**config.mk**
```make
export PLATFORM = sky130hd
export DESIGN_NAME = mreq_exec_flat
export DESIGN_NICKNAME = d
export VERILOG_FILES = /design/src/rtl/mreq_exec_if.sv /design/src/rtl/mreq_exec.sv /design/src/flat_wrapper.sv
export SDC_FILE = /design/constraint.sdc
export NUM_CORES = 1
export LEC_CHECK = 0
export ABC_AREA = 1
export BUFFER_PORTS_ARGS = -buffer_cell sky130_fd_sc_hd__buf_4
export CORE_MARGIN = 2
export CORE_UTILIZATION = 30
export CTS_CLUSTER_DIAMETER = 40
export DETAILED_ROUTE_END_ITERATION = 10
export PLACE_DENSITY = 0.48
export SLEW_MARGIN = 20
export SYNTH_ARGS = -nofsm -noshare
export SYNTH_HDL_FRONTEND = slang
export SYNTH_SLANG_ARGS = --single-unit
export TNS_END_PERCENT = 1
```
**constraint.sdc**
```tcl
create_clock -name i_clk -period 4.33 [get_ports i_clk]
set_input_delay 0 -clock i_clk [delete_from_list [all_inputs] [get_ports i_clk]]
set_output_delay 0 -clock i_clk [all_outputs]
set_load 0.03 [all_outputs]
```
**src/rtl/mreq_exec_if.sv**
```systemverilog
// mreq_exec_if: groups the request handshake, the write-data rx stream, the
// read-data tx stream and the word bus of mreq_exec into one bundle.
// Signal names keep their i_/o_ prefixes as seen from mreq_exec, so the
// slave modport reads naturally on the executor side.
interface mreq_exec_if;

  // Request handshake from cmd_rx
  logic        i_mreq_valid;
  logic        o_mreq_ready;
  logic        i_mreq_wr;
  logic [1:0]  i_mreq_wsize;
  logic        i_mreq_aincr;
  logic [7:0]  i_mreq_wcount;
  logic [31:0] i_mreq_addr;

  // Write-data byte stream (shared rx stream)
  logic        i_rx_valid;
  logic [7:0]  i_rx_data;
  logic        o_rx_ready;

  // Read-data byte stream
  logic        o_tx_valid;
  logic [7:0]  o_tx_data;
  logic        i_tx_ready;

  // Word bus
  logic        o_bus_req;
  logic        o_bus_we;
  logic [1:0]  o_bus_size;
  logic [31:0] o_bus_addr;
  logic [31:0] o_bus_wdata;
  logic        i_bus_ack;
  logic [31:0] i_bus_rdata;

  // Executor side
  modport slave (
    input  i_mreq_valid, i_mreq_wr, i_mreq_wsize, i_mreq_aincr,
    input  i_mreq_wcount, i_mreq_addr,
    output o_mreq_ready,
    input  i_rx_valid, i_rx_data,
    output o_rx_ready,
    output o_tx_valid, o_tx_data,
    input  i_tx_ready,
    output o_bus_req, o_bus_we, o_bus_size, o_bus_addr, o_bus_wdata,
    input  i_bus_ack, i_bus_rdata
  );

  // Environment side (request source, stream endpoints, bus target)
  modport master (
    output i_mreq_valid, i_mreq_wr, i_mreq_wsize, i_mreq_aincr,
    output i_mreq_wcount, i_mreq_addr,
    input  o_mreq_ready,
    output i_rx_valid, i_rx_data,
    input  o_rx_ready,
    input  o_tx_valid, o_tx_data,
    output i_tx_ready,
    input  o_bus_req, o_bus_we, o_bus_size, o_bus_addr, o_bus_wdata,
    output i_bus_ack, i_bus_rdata
  );

endinterface : mreq_exec_if

```
**src/rtl/mreq_exec.sv**
```systemverilog
// mreq_exec: executes one decoded memory request at a time as a run of
// word accesses on a simple req/ack bus. Write words are assembled from the
// rx byte stream; read words are serialized little-endian onto tx.
// Optional feature: define MREQ_EXEC_TIMEOUT_EN to build a bus-ack timeout
// of TIMEOUT_CYCLES cycles that force-completes a stuck access and pulses
// o_err_timeout. Without the macro the block waits for ack indefinitely.
module mreq_exec #(
  parameter int unsigned TIMEOUT_CYCLES = 255
) (
  input  logic        i_clk,
  input  logic        i_rst_n,
  mreq_exec_if.slave  mif,
  output logic        o_busy,
  output logic        o_err_timeout
);

  typedef enum logic [2:0] {
    ST_IDLE,
    ST_WR_COLLECT,
    ST_WR_BUS,
    ST_RD_BUS,
    ST_RD_SEND
  } state_e;

  // Reject a timeout that the 16-bit counter cannot represent.
  if (TIMEOUT_CYCLES < 1 || TIMEOUT_CYCLES > 65535) begin : g_bad_timeout
    $error("mreq_exec: TIMEOUT_CYCLES must be in 1..65535");
  end

  state_e      state_q, state_d;
  logic        ready_q, ready_d;
  logic        wr_q, wr_d;
  logic [1:0]  size_q, size_d;        // effective size code, never 3
  logic        aincr_q, aincr_d;
  logic [31:0] addr_q, addr_d;
  logic [7:0]  cnt_q, cnt_d;          // words still to run
  logic [1:0]  byte_idx_q, byte_idx_d;
  logic [31:0] wdata_q, wdata_d;
  logic [31:0] rdata_q, rdata_d;

  logic        bus_active;
  logic        timeout_fire;
  logic        access_done;
  logic [1:0]  last_idx;
  logic [31:0] step;
  logic [31:0] addr_next;

  // Word geometry derived from the latched size code.
  always_comb begin
    // NOTE: every combinational output gets a value before any branch, so no
    // path can leave it unassigned and infer a latch.
    last_idx = 2'd3;
    step     = 32'd4;
    unique case (size_q)
      2'd0:    begin last_idx = 2'd0; step = 32'd1; end
      2'd1:    begin last_idx = 2'd1; step = 32'd2; end
      default: begin last_idx = 2'd3; step = 32'd4; end
    endcase
  end

  assign bus_active  = (state_q == ST_WR_BUS) || (state_q == ST_RD_BUS);
  // Ack is only meaningful while req is up; a stray ack elsewhere is ignored.
  assign access_done = bus_active && (mif.i_bus_ack || timeout_fire);
  // 32-bit add wraps naturally past 0xFFFFFFFF.
  assign addr_next   = aincr_q ? (addr_q + step) : addr_q;

`ifdef MREQ_EXEC_TIMEOUT_EN
  localparam logic [15:0] TO_LAST = 16'(TIMEOUT_CYCLES - 1);

  logic [15:0] to_cnt_q, to_cnt_d;
  logic        err_timeout_q, err_timeout_d;

  // The access is forced complete on the edge that would make the count of
  // unacknowledged req cycles reach TIMEOUT_CYCLES.
  assign timeout_fire = bus_active && !mif.i_bus_ack && (to_cnt_q == TO_LAST);

  // Count unacknowledged req cycles; outside an access the count rests at 0,
  // so every entry to a bus state starts from a cleared counter.
  always_comb begin
    to_cnt_d      = '0;
    err_timeout_d = timeout_fire;
    if (bus_active && !access_done) begin
      to_cnt_d = to_cnt_q + 16'd1;
    end
  end

  // Timeout counter and one-cycle error pulse.
  always_ff @(posedge i_clk or negedge i_rst_n) begin
    if (!i_rst_n) begin
      to_cnt_q      <= '0;
      err_timeout_q <= 1'b0;
    end else begin
      to_cnt_q      <= to_cnt_d;
      err_timeout_q <= err_timeout_d;
    end
  end

  assign o_err_timeout = err_timeout_q;
`else
  assign timeout_fire  = 1'b0;
  assign o_err_timeout = 1'b0;
`endif

  // Next-state and datapath updates for the request sequencer.
  always_comb begin
    state_d    = state_q;
    wr_d       = wr_q;
    size_d     = size_q;
    aincr_d    = aincr_q;
    addr_d     = addr_q;
    cnt_d      = cnt_q;
    byte_idx_d = byte_idx_q;
    wdata_d    = wdata_q;
    rdata_d    = rdata_q;

    unique case (state_q)
      ST_IDLE: begin
        if (mif.i_mreq_valid && ready_q) begin
          wr_d       = mif.i_mreq_wr;
          size_d     = (mif.i_mreq_wsize == 2'd3) ? 2'd2 : mif.i_mreq_wsize;
          aincr_d    = mif.i_mreq_aincr;
          addr_d     = mif.i_mreq_addr;
          cnt_d      = mif.i_mreq_wcount;
          byte_idx_d = 2'd0;
          // A zero-word request is consumed without leaving IDLE.
          if (mif.i_mreq_wcount != 8'd0) begin
            state_d = mif.i_mreq_wr ? ST_WR_COLLECT : ST_RD_BUS;
          end
        end
      end

      ST_WR_COLLECT: begin
        if (mif.i_rx_valid) begin
          // Lane 0 restarts the word so unused upper bytes read as zero.
          if (byte_idx_q == 2'd0) begin
            wdata_d = {24'd0, mif.i_rx_data};
          end else begin
            wdata_d[{byte_idx_q, 3'b000} +: 8] = mif.i_rx_data;
          end
          if (byte_idx_q == last_idx) begin
            byte_idx_d = 2'd0;
            state_d    = ST_WR_BUS;
          end else begin
            byte_idx_d = byte_idx_q + 2'd1;
          end
        end
      end

      ST_WR_BUS: begin
        // A timed-out write is simply dropped; sequencing is unchanged.
        if (access_done) begin
          addr_d  = addr_next;
          cnt_d   = cnt_q - 8'd1;
          state_d = (cnt_q == 8'd1) ? ST_IDLE : ST_WR_COLLECT;
        end
      end

      ST_RD_BUS: begin
        if (access_done) begin
          rdata_d = mif.i_bus_ack ? mif.i_bus_rdata : 32'd0;
          addr_d  = addr_next;
          cnt_d   = cnt_q - 8'd1;
          state_d = ST_RD_SEND;
        end
      end

      ST_RD_SEND: begin
        if (mif.i_tx_ready) begin
          if (byte_idx_q == last_idx) begin
            byte_idx_d = 2'd0;
            state_d    = (cnt_q == 8'd0) ? ST_IDLE : ST_RD_BUS;
          end else begin
            byte_idx_d = byte_idx_q + 2'd1;
          end
        end
      end

      default: state_d = ST_IDLE;
    endcase

    // Request ready is registered: it follows the state we are about to be in.
    ready_d = (state_d == ST_IDLE);
  end

  // State and datapath registers.
  always_ff @(posedge i_clk or negedge i_rst_n) begin
    // NOTE: every register, data included, is cleared by the asynchronous
    // reset so an aborted request leaves nothing behind and all outputs read
    // 0 while reset is held.
    if (!i_rst_n) begin
      state_q    <= ST_IDLE;
      ready_q    <= 1'b0;
      wr_q       <= 1'b0;
      size_q     <= 2'd0;
      aincr_q    <= 1'b0;
      addr_q     <= 32'd0;
      cnt_q      <= 8'd0;
      byte_idx_q <= 2'd0;
      wdata_q    <= 32'd0;
      rdata_q    <= 32'd0;
    end else begin
      // NOTE: non-blocking assignments so every flop samples the values from
      // before this edge regardless of statement order.
      state_q    <= state_d;
      ready_q    <= ready_d;
      wr_q       <= wr_d;
      size_q     <= size_d;
      aincr_q    <= aincr_d;
      addr_q     <= addr_d;
      cnt_q      <= cnt_d;
      byte_idx_q <= byte_idx_d;
      wdata_q    <= wdata_d;
      rdata_q    <= rdata_d;
    end
  end

  // Outputs decoded from the registered state.
  assign mif.o_mreq_ready = ready_q;
  assign mif.o_rx_ready   = (state_q == ST_WR_COLLECT);
  assign mif.o_tx_valid   = (state_q == ST_RD_SEND);
  assign mif.o_tx_data    = (state_q == ST_RD_SEND) ?
                            rdata_q[{byte_idx_q, 3'b000} +: 8] : 8'd0;
  assign mif.o_bus_req    = bus_active;
  assign mif.o_bus_we     = (state_q == ST_WR_BUS);
  assign mif.o_bus_size   = size_q;
  assign mif.o_bus_addr   = addr_q;
  assign mif.o_bus_wdata  = wdata_q;
  assign o_busy           = (state_q != ST_IDLE);

endmodule : mreq_exec
```
**src/flat_wrapper.sv**
```systemverilog
// flat-port wrapper written by rule: the top's interface ports become plain ports
module mreq_exec_flat 
#(
  parameter int unsigned TIMEOUT_CYCLES = 255
)
  (i_clk, i_rst_n, o_busy, o_err_timeout, mif_i_mreq_valid, mif_i_mreq_wr, mif_i_mreq_wsize, mif_i_mreq_aincr, mif_i_mreq_wcount, mif_i_mreq_addr, mif_o_mreq_ready, mif_i_rx_valid, mif_i_rx_data, mif_o_rx_ready, mif_o_tx_valid, mif_o_tx_data, mif_i_tx_ready, mif_o_bus_req, mif_o_bus_we, mif_o_bus_size, mif_o_bus_addr, mif_o_bus_wdata, mif_i_bus_ack, mif_i_bus_rdata);
  mreq_exec_if mif_i ();
  input  logic i_clk;
  input  logic i_rst_n;
  output logic o_busy;
  output logic o_err_timeout;
  input wire logic [$bits(mif_i.i_mreq_valid)-1:0] mif_i_mreq_valid;
  input wire logic [$bits(mif_i.i_mreq_wr)-1:0] mif_i_mreq_wr;
  input wire logic [$bits(mif_i.i_mreq_wsize)-1:0] mif_i_mreq_wsize;
  input wire logic [$bits(mif_i.i_mreq_aincr)-1:0] mif_i_mreq_aincr;
  input wire logic [$bits(mif_i.i_mreq_wcount)-1:0] mif_i_mreq_wcount;
  input wire logic [$bits(mif_i.i_mreq_addr)-1:0] mif_i_mreq_addr;
  output wire logic [$bits(mif_i.o_mreq_ready)-1:0] mif_o_mreq_ready;
  input wire logic [$bits(mif_i.i_rx_valid)-1:0] mif_i_rx_valid;
  input wire logic [$bits(mif_i.i_rx_data)-1:0] mif_i_rx_data;
  output wire logic [$bits(mif_i.o_rx_ready)-1:0] mif_o_rx_ready;
  output wire logic [$bits(mif_i.o_tx_valid)-1:0] mif_o_tx_valid;
  output wire logic [$bits(mif_i.o_tx_data)-1:0] mif_o_tx_data;
  input wire logic [$bits(mif_i.i_tx_ready)-1:0] mif_i_tx_ready;
  output wire logic [$bits(mif_i.o_bus_req)-1:0] mif_o_bus_req;
  output wire logic [$bits(mif_i.o_bus_we)-1:0] mif_o_bus_we;
  output wire logic [$bits(mif_i.o_bus_size)-1:0] mif_o_bus_size;
  output wire logic [$bits(mif_i.o_bus_addr)-1:0] mif_o_bus_addr;
  output wire logic [$bits(mif_i.o_bus_wdata)-1:0] mif_o_bus_wdata;
  input wire logic [$bits(mif_i.i_bus_ack)-1:0] mif_i_bus_ack;
  input wire logic [$bits(mif_i.i_bus_rdata)-1:0] mif_i_bus_rdata;
  assign mif_i.i_mreq_valid = mif_i_mreq_valid;
  assign mif_i.i_mreq_wr = mif_i_mreq_wr;
  assign mif_i.i_mreq_wsize = mif_i_mreq_wsize;
  assign mif_i.i_mreq_aincr = mif_i_mreq_aincr;
  assign mif_i.i_mreq_wcount = mif_i_mreq_wcount;
  assign mif_i.i_mreq_addr = mif_i_mreq_addr;
  assign mif_o_mreq_ready = mif_i.o_mreq_ready;
  assign mif_i.i_rx_valid = mif_i_rx_valid;
  assign mif_i.i_rx_data = mif_i_rx_data;
  assign mif_o_rx_ready = mif_i.o_rx_ready;
  assign mif_o_tx_valid = mif_i.o_tx_valid;
  assign mif_o_tx_data = mif_i.o_tx_data;
  assign mif_i.i_tx_ready = mif_i_tx_ready;
  assign mif_o_bus_req = mif_i.o_bus_req;
  assign mif_o_bus_we = mif_i.o_bus_we;
  assign mif_o_bus_size = mif_i.o_bus_size;
  assign mif_o_bus_addr = mif_i.o_bus_addr;
  assign mif_o_bus_wdata = mif_i.o_bus_wdata;
  assign mif_i.i_bus_ack = mif_i_bus_ack;
  assign mif_i.i_bus_rdata = mif_i_bus_rdata;
  mreq_exec #(.TIMEOUT_CYCLES(TIMEOUT_CYCLES)) u_core (.i_clk(i_clk), .i_rst_n(i_rst_n), .mif(mif_i), .o_busy(o_busy), .o_err_timeout(o_err_timeout));
endmodule
```
After elaboration in Yosys (flattened, before gate mapping)
Index checks and enable logic that the tools add are counted.
{"block": "totals", "ff_bits": 113, "inputBits": 90, "wordCells": 79, "output_inout_bits": 81}
{"block": "classes", "mux": 31, "add_sub_neg": 4, "n_reduce_logical": 19, "eq_ne": 13, "shift": 3}
{"operator": "$mux W32", "count": 5}
{"operator": "$pmux W32 S2", "count": 1}
{"operator": "$add A32 B3 Y32", "count": 1}
{"operator": "$bwmux W32", "count": 1}
{"operator": "$shift A8 B7 Y32 const A", "count": 1}
{"operator": "$shiftx A32 B6 Y8", "count": 1}
{"operator": "$shiftx A8 B7 Y32", "count": 1}
{"operator": "$mux W3", "count": 8}
{"operator": "$mux W8", "count": 3}
{"operator": "$pmux W8 S2", "count": 1}
{"operator": "$pmux W3 S5", "count": 1}
{"operator": "$mux W2", "count": 7}
{"operator": "$eq A8 B1 Y1 const B", "count": 1}
{"operator": "$logic_not A8 Y1", "count": 1}
{"operator": "$ne A2 B1 Y1 const B", "count": 4}
{"operator": "$reduce_and A4 Y1", "count": 2}
{"operator": "$reduce_bool A8 Y1", "count": 1}
{"operator": "$sub A8 B1 Y8 const B", "count": 1}
{"operator": "$neg A5 Y7", "count": 1}
{"operator": "$eq A3 B2 Y1 const B", "count": 2}
{"operator": "$logic_not A3 Y1", "count": 2}
{"operator": "$pmux W2 S3", "count": 1}
{"operator": "$pmux W3 S2", "count": 1}
{"operator": "$reduce_and A2 Y1", "count": 3}
{"operator": "16 further kinds", "count": 19}

Depth between registers and ports, before layout
Gate-level depths: netlist of run 1.
{"block": "logic_depth", "depth_word": 7, "mapped_depth": 14}

Least setup slack after synthesis of run 1
Ideal clock, no wire load.
{"block": "synth_path", "kind": "register -> register", "startpoint": "register u_core.size_q[1], in the netlist u_core.mif.o_bus_size[1]", "endpoint": "register u_core.addr_q[18], in the netlist u_core.mif.o_bus_addr[18]", "stages_incl_launch_ff": 13, "arrival_time_ps": 2164, "synth_period_minus_slack_ps": 2277, "setup_time_ps": 113, "t_required_ps": 4217, "path_slack_ps": 2053, "cell_sequence": "dfrtp_1 nor2_1 ha_1 inv_1 fa_1 o21ai_0 nand3_1 nor2_1 nand2_1 nand2_1 nand2_1 nand2_1 inv_1"}
{"block": "synth_via", "elab_chain_cells": 6, "elab_cells_between_ends": 7}
{"element": "start, declared", "line": "mreq_exec.sv:33", "text": "logic [1:0] size_q, size_d;"}
{"element": "start signal, assigned", "line": "mreq_exec.sv:207", "text": "size_q <= size_d;"}
{"element": "$eq A2 B1 Y1 or $logic_not A2 Y1 (tied branches)", "line": "mreq_exec.sv:54", "text": "unique case (size_q)"}
{"element": "$pmux W3 S2 (*)", "line": "mreq_exec.sv:54"}
{"element": "$add A32 B3 Y32 (*)", "line": "mreq_exec.sv:65", "text": "assign addr_next = aincr_q ? (addr_q + step) : addr_q;"}
{"element": "$mux W32 (*)", "line": "mreq_exec.sv:65"}
{"element": "$mux W32 (*)", "line": "mreq_exec.sv:151, mreq_exec.sv:159"}
{"element": "$pmux W32 S2 (*)", "line": "mreq_exec.sv:116", "text": "unique case (state_q)"}
{"element": "end signal, assigned", "line": "mreq_exec.sv:209", "text": "addr_q <= addr_d;"}
{"element": "end, declared", "line": "mreq_exec.sv:35", "text": "logic [31:0] addr_q, addr_d;"}
Mark *: on every way between the ends. The rest lies on a longest branch, timed or not. The select of a mux whose other input is x is not followed.
A chain may end at the register's enable or synchronous reset.

Worst setup path in the final report of run 1
Ends and elaborated chain as after synthesis.

==> results.py, run 1 <==
metrics = {
    "status": {
        "status": "finished, final reports clean",
    },
    "pwr": {
        "ir_drop_v": 0.0003176,
        "swShare": 0.4725,
        "p_clk_frac": 0.229,
        "pwr-share-comb": 0.491,
        "power_density_nw_per_um2": 720.7,
        "p_leak_nw": 4.578,
        "pwr-share-seq": 0.280,
        "p_int_mw": 3.643,
        "p_sw_mw": 3.263,
    },
    "grt": {
        "grt_pass1_wl_um": 35810,
        "grt_pass1_vias": 6874,
        "grt_start_max_net_pins": 74,
        "overflow": 0,
        "grt.total_usage": 0.1908,
        "antenna_found_initial": 0,
    },
    "yosys": {
        "ys.flop_type": "dfrtp_1",
        "synth_seq_cells": 113,
        "synth_top_area_share": 0.4271,
        "async_flop_share": 1.000,
        "synth-seq-area-share": 0.4271,
        "synth_nets": 1042,
        "synthCells": 941,
        "avgSynthCellArea_um2": 7.035,
        "synthTopCellsByArea": "dfrtp_1, nand2_1, nor2_1",
        "netlist_area_um2": 6620,
        "synth_edf_count": 0,
        "synth_top_area_cell": "dfrtp_1",
        "ys_warn_count": 0,
        "synth_cell_types": 39,
    },
    "routing": {
        "ant_nets": 0,
        "vias_per_cell": 4.645,
        "num_vias": 6865,
        "drcViolationCount": 0,
        "dr.pass1.iters": 4,
        "drt_iter0_markers": 366,
        "wire_per_inst_um": 14.84,
        "postRouteWirelength_um": 21930,
    },
    "cells_and_area": {
        "fin_nets": 1286,
        "drive_gt1_frac": 0.1845,
        "mostFrequentLayoutCells": "nand2_1, buf_4, nor2_1, dfrtp_1, dlygate4sd3_1",
        "antenna_cells": 0,
        "area.growth.synth_to_final_pct": 44.74,
        "final_common_cell": "nand2_1",
    },
    "clock_tree": {
        "tritoncts": "yes",
        "worstSkewPairLatency_ns": 0.42,
        "clock_sinks": 113,
        "clk_path_buf_depth": 2,
        "cts_buffers": 17,
        "post_cts_buffers": 0,
        "root_buffer": "clkbuf_16",
        "htree_levels": 4,
        "hold_buffers": 87,
        "cts.repair.resized": 0,
        "path_clk_slew_ns": 0.06,
    },
    "timing": {
        "layout_setup_ws_ns": 1.620,
        "finalCritPeriodShare": 0.6258,
        "finalSetupViolCount": 0,
        "relSlewSlack": 0.4234,
        "slew_violations": 0,
        "grt_setup_unrepaired": "false",
        "fmax_mhz": 369.0,
        "hold_viol_final": 0,
        "finClkSkew_ns": 0.01124,
        "worst_pin_slew_ns": 0.8583,
        "min_period_ns": 2.710,
        "setup_tns_ns": 0,
    },
    "placed_design": {
        "io_buffers": 169,
        "dp_slack_ns": 1.616,
        "place_congestion": 0.8188,
        "dpl.hpwl_um": 15560,
    },
    "flow_run": {
        "maxCapViolations": 0,
    },
    "floorplanning": {
        "die_h_um": 152.6,
        "initial_core_util": 0.3043,
        "die_w_um": 152.6,
        "coreArea_um2": 21760,
        "io_pins": 171,
        "rows": 54,
        "fp.dieArea_um2": 23270,
    },
    "setup_path": {
        "critPathLaunchType": "register",
        "worst-path-max-fanout": 7,
        "critPathRequiredTime_ns": 4.64,
        "arrival_ns": 3.02,
        "cp-end-kind": "register",
        "crit_type": "register to register",
    },
    "min_path": {
        "holdCritPathClass": "input pin to register",
    },
}
==> kinds of logic (layout without fill, tap and decap cells) <==
family,Yosys count,count (layout),synth area share
AND/OR/NAND/NOR,575,575,0.3633
AO/OA/AOI/OAI,122,122,0.09942
flip-flops,113,113,0.4271
buffers and inverters,111,368,0.07711
adder cells (fa/ha/maj),11,11,0.02192
XOR/XNOR,8,8,0.01058
other,1,1,0.0005665
==> metal layers <==
metal | global-route usage | part of all wire | routed length (um) | up-vias
li1 | - | - | - | 3493
met1 | 0.2619 | 0.48 | 10600 | 3186
met2 | 0.3097 | 0.46 | 10080 | 159
met3 | 0.02958 | 0.037 | 813 | 27
met4 | 0.06217 | 0.020 | 433 | 0
met5 | 0 | 0 | 0 | -
==> state kept, by name, indices dropped and copies added (netlist names) <==
signal                   count
u_core.mif.o_bus_addr       32
u_core.mif.o_bus_wdata      32
u_core.rdata_q              32
u_core.cnt_q                 8
u_core.state_q               3
u_core.byte_idx_q            2
u_core.mif.o_bus_size        2
u_core.aincr_q               1
u_core.mif.o_mreq_ready      1
==> metrics by stage <==
| step | std cells | hold WS (ns) | power [mW] | area [um2] | utilization |
|---|---|---|---|---|---|
| CTS | 1478 | 0.0001679 | 6.976 | 9582 | 0.4404 |
| finish | 1478 | 0.004801 | 6.906 | 9582 | 0.4404 |
| global route | 1478 | 0.03908 | 7.493 | 9582 | 0.4404 |
| detailed placement | 1359 | 0.02607 | 5.302 | 8055 | 0.3703 |
| floorplan | 941 | -0.2956 | 4.303 | 6620 | - |
| global placement | 1359 | 0.02280 | 5.276 | 8055 | 0.3703 |
==> worst paths after layout <==
kind | cells past startpoint | slack, ns | from | end
worst max-delay path | 12 | 1.62 | u_core.mif.o_bus_size[1] | u_core.mif.o_bus_addr[18]
worst min-delay path | 4 | 0.005 | mif_i_tx_ready | u_core.state_q[2]
worst max register to register | 12 | 1.62 | u_core.mif.o_bus_size[1] | u_core.mif.o_bus_addr[18]
worst min register to register | 2 | 0.46 | u_core.rdata_q[26] | u_core.rdata_q[26]
max in group asynchronous | 3 | 3.17 | i_rst_n | u_core.mif.o_bus_wdata[24]
min in group asynchronous | 2 | 0.11 | i_rst_n | u_core.mif.o_bus_addr[24]
==> final cells by class <==
class,count,area (um2)
Clock inverter,14,226.5
Multi-Input combinational cell,717,3287
Fill cell,2285,12170
Sequential cell,113,2828
Timing Repair Buffer,261,2177
Tap cell,280,350.3
Clock buffer,18,429.2
Inverter,75,284.0
==> synth_stat cells (3+ instances only) <==
cell type / number
nand2_1: 310
nor2_1: 158
dfrtp_1: 113
o21ai_0: 82
inv_1: 69
nand3_1: 63
a21oi_1: 18
nand4_1: 18
clkbuf_1: 14
nand3b_1: 12
ha_1: 10
buf_4: 8
o21ai_1: 8
buf_2: 7
buf_6: 7
xnor2_1: 5
clkinv_1: 3
o211ai_1: 3
o22ai_1: 3
o31ai_1: 3
xor2_1: 3
==> worst max-delay path, cell delays in order, from the launching register on <==
cell and delay [ns]:
dfrtp_1 0.49, nor2_1 0.21, ha_1 0.20, inv_1 0.07, fa_1 0.43, o21ai_0 0.48
nand3_1 0.25, nor2_1 0.22, nand2_1 0.07, nand2_1 0.06, nand2_1 0.05, nand2_1 0.06
inv_1 0.03
==> power by group through the flow <==
| stage | combinational, mW | clock [mW] | sequential (mW) |
|---|---|---|---|
| final | 3.39 | 1.58 | 1.93 |
| after global routing | 3.83 | 1.66 | 2.00 |
| after CTS | 3.43 | 1.61 | 1.93 |
| after detailed placement | 3.35 | 0 | 1.95 |
| after global placement | 3.33 | 0 | 1.95 |
| after floorplan | 2.12 | 0 | 2.19 |
Power figures use the tool's default switching activity.
==> inputs of run 2 (changes only) <==
Settings changed: ABC_AREA 1 to 0, PLACE_DENSITY 0.48 to 0.49.
Clock period 4.33 ns to 2.6 ns, I/O delays scaled along.
==> run 2 against run 1 <==
  * Critical path type unchanged
  * Critical endpoint is now u_core.mif.o_bus_addr[26]
  * Routed wire length shrank 10%
  * Flip-flop and latch count is the same
  * Clock skew shrank 0.0013 ns
  * Via count shrank 14%
  * Utilization grew 2.7 points
==> results.py, run 2 <==
metrics = {
    "status": {
        "status": "finished, final reports clean",
    },
    "yosys": {
        "avgSynthCellArea_um2": 9.453,
        "synthCells": 629,
        "synth_top_area_cell": "dfrtp_1",
        "yosysMostFrequentCell": "dfrtp_1",
        "synth_nets": 730,
        "synth_seq_cells": 113,
        "async_flop_share": 1.000,
        "ys.flop_type": "dfrtp_1",
        "synth_edf_count": 0,
        "netlist_area_um2": 5946,
        "synth_common_cells": "dfrtp_1, nand2_1, o21ai_0",
        "ys_warn_count": 0,
        "synth_cell_types": 60,
        "synth-seq-area-share": 0.4756,
        "synth_top_area_share": 0.4756,
        "synthTopCellsByArea": "dfrtp_1, mux2_2, nand2_1",
    },
    "timing": {
        "grt_setup_unrepaired": "true",
        "finClkSkew_ns": 0.009889,
        "relSlewSlack": 0.3733,
        "finalCritPeriodShare": 0.9937,
        "fmax_mhz": 387.1,
        "slew_violations": 0,
        "layout_setup_ws_ns": 0.01648,
        "setup_tns_ns": 0,
        "worst_pin_slew_ns": 0.9337,
        "finalSetupViolCount": 0,
        "min_period_ns": 2.584,
        "hold_viol_final": 0,
    },
    "placed_design": {
        "placed_area_um2": 7599,
        "place_congestion": 0.7953,
        "dpl.hpwl_um": 14200,
        "io_buffers": 169,
        "dp.cells": 1054,
        "dp_slack_ns": -0.03810,
    },
    "cells_and_area": {
        "finalInstanceArea_um2": 9091,
        "antenna_cells": 0,
        "mostFrequentLayoutCells": "buf_4, dfrtp_1, nand2_1, dlygate4sd3_1, o21ai_0",
        "final_cells": 1168,
        "drive_gt1_frac": 0.3267,
        "final_common_cell": "buf_4",
        "fin_nets": 991,
        "fillers": 1881,
        "ff_latch_area_um2": 2830,
        "area.growth.synth_to_final_pct": 52.90,
        "multi_input_area_um2": 2943,
    },
    "routing": {
        "dr.pass1.iters": 6,
        "dr.max_layer_used": "met4",
        "drt-met1-wl_um": 8743,
        "drt_iter0_markers": 354,
        "drcViolationCount": 0,
        "wire_per_inst_um": 16.89,
        "ant_nets": 0,
        "num_vias": 5882,
        "postRouteWirelength_um": 19730,
        "vias_per_cell": 5.036,
        "wl_met2_um": 9534,
        "met3_length_um": 950,
    },
    "setup_path": {
        "arrival_ns": 2.93,
        "critPathLaunchType": "register",
        "cp-end-kind": "register",
        "critPathRequiredTime_ns": 2.95,
        "crit_type": "register to register",
        "worst-path-max-fanout": 5,
    },
    "pwr": {
        "p_sw_mw": 4.192,
        "power_density_nw_per_um2": 1113,
        "p_clk_frac": 0.242,
        "pwr-share-comb": 0.449,
        "pwr-share-seq": 0.309,
        "swShare": 0.4143,
        "ir_drop_v": 0.0005615,
        "total_power_mw": 10.12,
        "p_int_mw": 5.925,
        "p_leak_nw": 4.080,
    },
    "clock_tree": {
        "path_clk_slew_ns": 0.06,
        "cts_buffers": 17,
        "clk_path_buf_depth": 2,
        "htree_levels": 4,
        "tritoncts": "yes",
        "clock_sinks": 113,
        "worstSkewPairLatency_ns": 0.42,
        "root_buffer": "clkbuf_16",
    },
    "grt": {
        "antenna_found_initial": 0,
        "overflow": 0,
        "grt_start_max_net_pins": 51,
        "grt_pass1_vias": 5894,
        "grt.total_usage": 0.1939,
        "grt_pass1_wl_um": 31230,
    },
    "floorplanning": {
        "die_h_um": 144.8,
        "fp.dieArea_um2": 20960,
        "rows": 51,
        "die_w_um": 144.8,
        "initial_core_util": 0.3055,
        "io_pins": 171,
        "coreArea_um2": 19460,
    },
    "min_path": {
        "holdCritPathClass": "input pin to register",
    },
    "flow_run": {
        "maxCapViolations": 0,
    },
}
-- run 2: stage by stage --
stage / hold WS (ns) / utilization
global route: 0.01890 / 0.4671
floorplan: -0.2956 / -
global placement: -0.007299 / 0.3904
detailed placement: -0.0003529 / 0.3904
finish: 0.007740 / 0.4671
CTS: 0.001344 / 0.4631
-- run 2: critical path: stages (launching register included) --
cell      delay [ns]
dfrtp_2         0.41
nor2_2          0.10
ha_2            0.19
inv_2           0.04
fa_2            0.39
nand2b_4        0.15
a2111o_1        0.51
or2_4           0.32
or3_1           0.32
nand3_1         0.09
-- run 2: logic make-up (layout without fill, tap and decap cells) --
family	after synthesis	in the layout	share of synthesized area
AOI/OAI and AO/OA	165	165	0.1719
xor gates and xnor gates	1	1	0.001473
adders and majority gates	11	11	0.02441
buffers and inverters	57	331	0.04019
DFF	113	113	0.4756
muxes	42	42	0.09428
other	1	1	0.0006307
and+or+nand+nor	239	239	0.1915
-- run 2: cell type report --
class | instances | share of cell area
Clock buffer | 18 | 0.04831
Clock inverter | 14 | 0.01968
Inverter | 23 | 0.009496
Multi-Input combinational cell | 459 | 0.3237
Sequential cell | 113 | 0.3113
Tap cell | 265 | 0.03647
Timing Repair Buffer | 276 | 0.2510
-- run 2: layer usage --
layer | global-route usage | vias up
li1 | - | 2821
met4 | 0.08278 | 0
met2 | 0.3054 | 166
met1 | 0.2603 | 2861
met5 | 0 | -
met3 | 0.03817 | 34
-- run 2: final timing paths --
kind / endpoint / slack, ns / depth (start not counted) / startpoint
setup / recovery: u_core.mif.o_bus_addr[26] / 0.02 / 9 / u_core.mif.o_bus_size[0]
hold / removal: u_core.mif.o_bus_addr[20] / 0.008 / 4 / mif_i_mreq_addr[20]
setup reg to reg: u_core.mif.o_bus_addr[26] / 0.02 / 9 / u_core.mif.o_bus_size[0]
hold reg to reg: u_core.mif.o_bus_wdata[5] / 0.48 / 2 / u_core.mif.o_bus_wdata[5]
max in group asynchronous: u_core.mif.o_bus_addr[4] / 1.79 / 3 / i_rst_n
min in group asynchronous: u_core.rdata_q[8] / 0.08 / 2 / i_rst_n
-- run 2: power by group through the flow --
stage                     logic, mW  registers [mW]  clock network (mW)
final                          4.55            3.12                2.45
after detailed placement       4.31            3.14                   0
after global placement         4.23            3.11                   0
after global routing           5.01            3.24                2.58
after floorplan                2.23            3.58                   0
after CTS                      4.45            3.12                2.50
-- run 2: what timing repair did --
| item | 4_1_cts | 5_1_grt |
|---|---|---|
| resized for setup | 1 | 13 |
| hold buffers | 79 | 0 |
| endpoints found under the setup margin | 2 | 16 |
| pin swaps | 0 | 9 |
| hold endpoints to repair | 193 | 0 |
| buffers inserted | 0 | 3 |
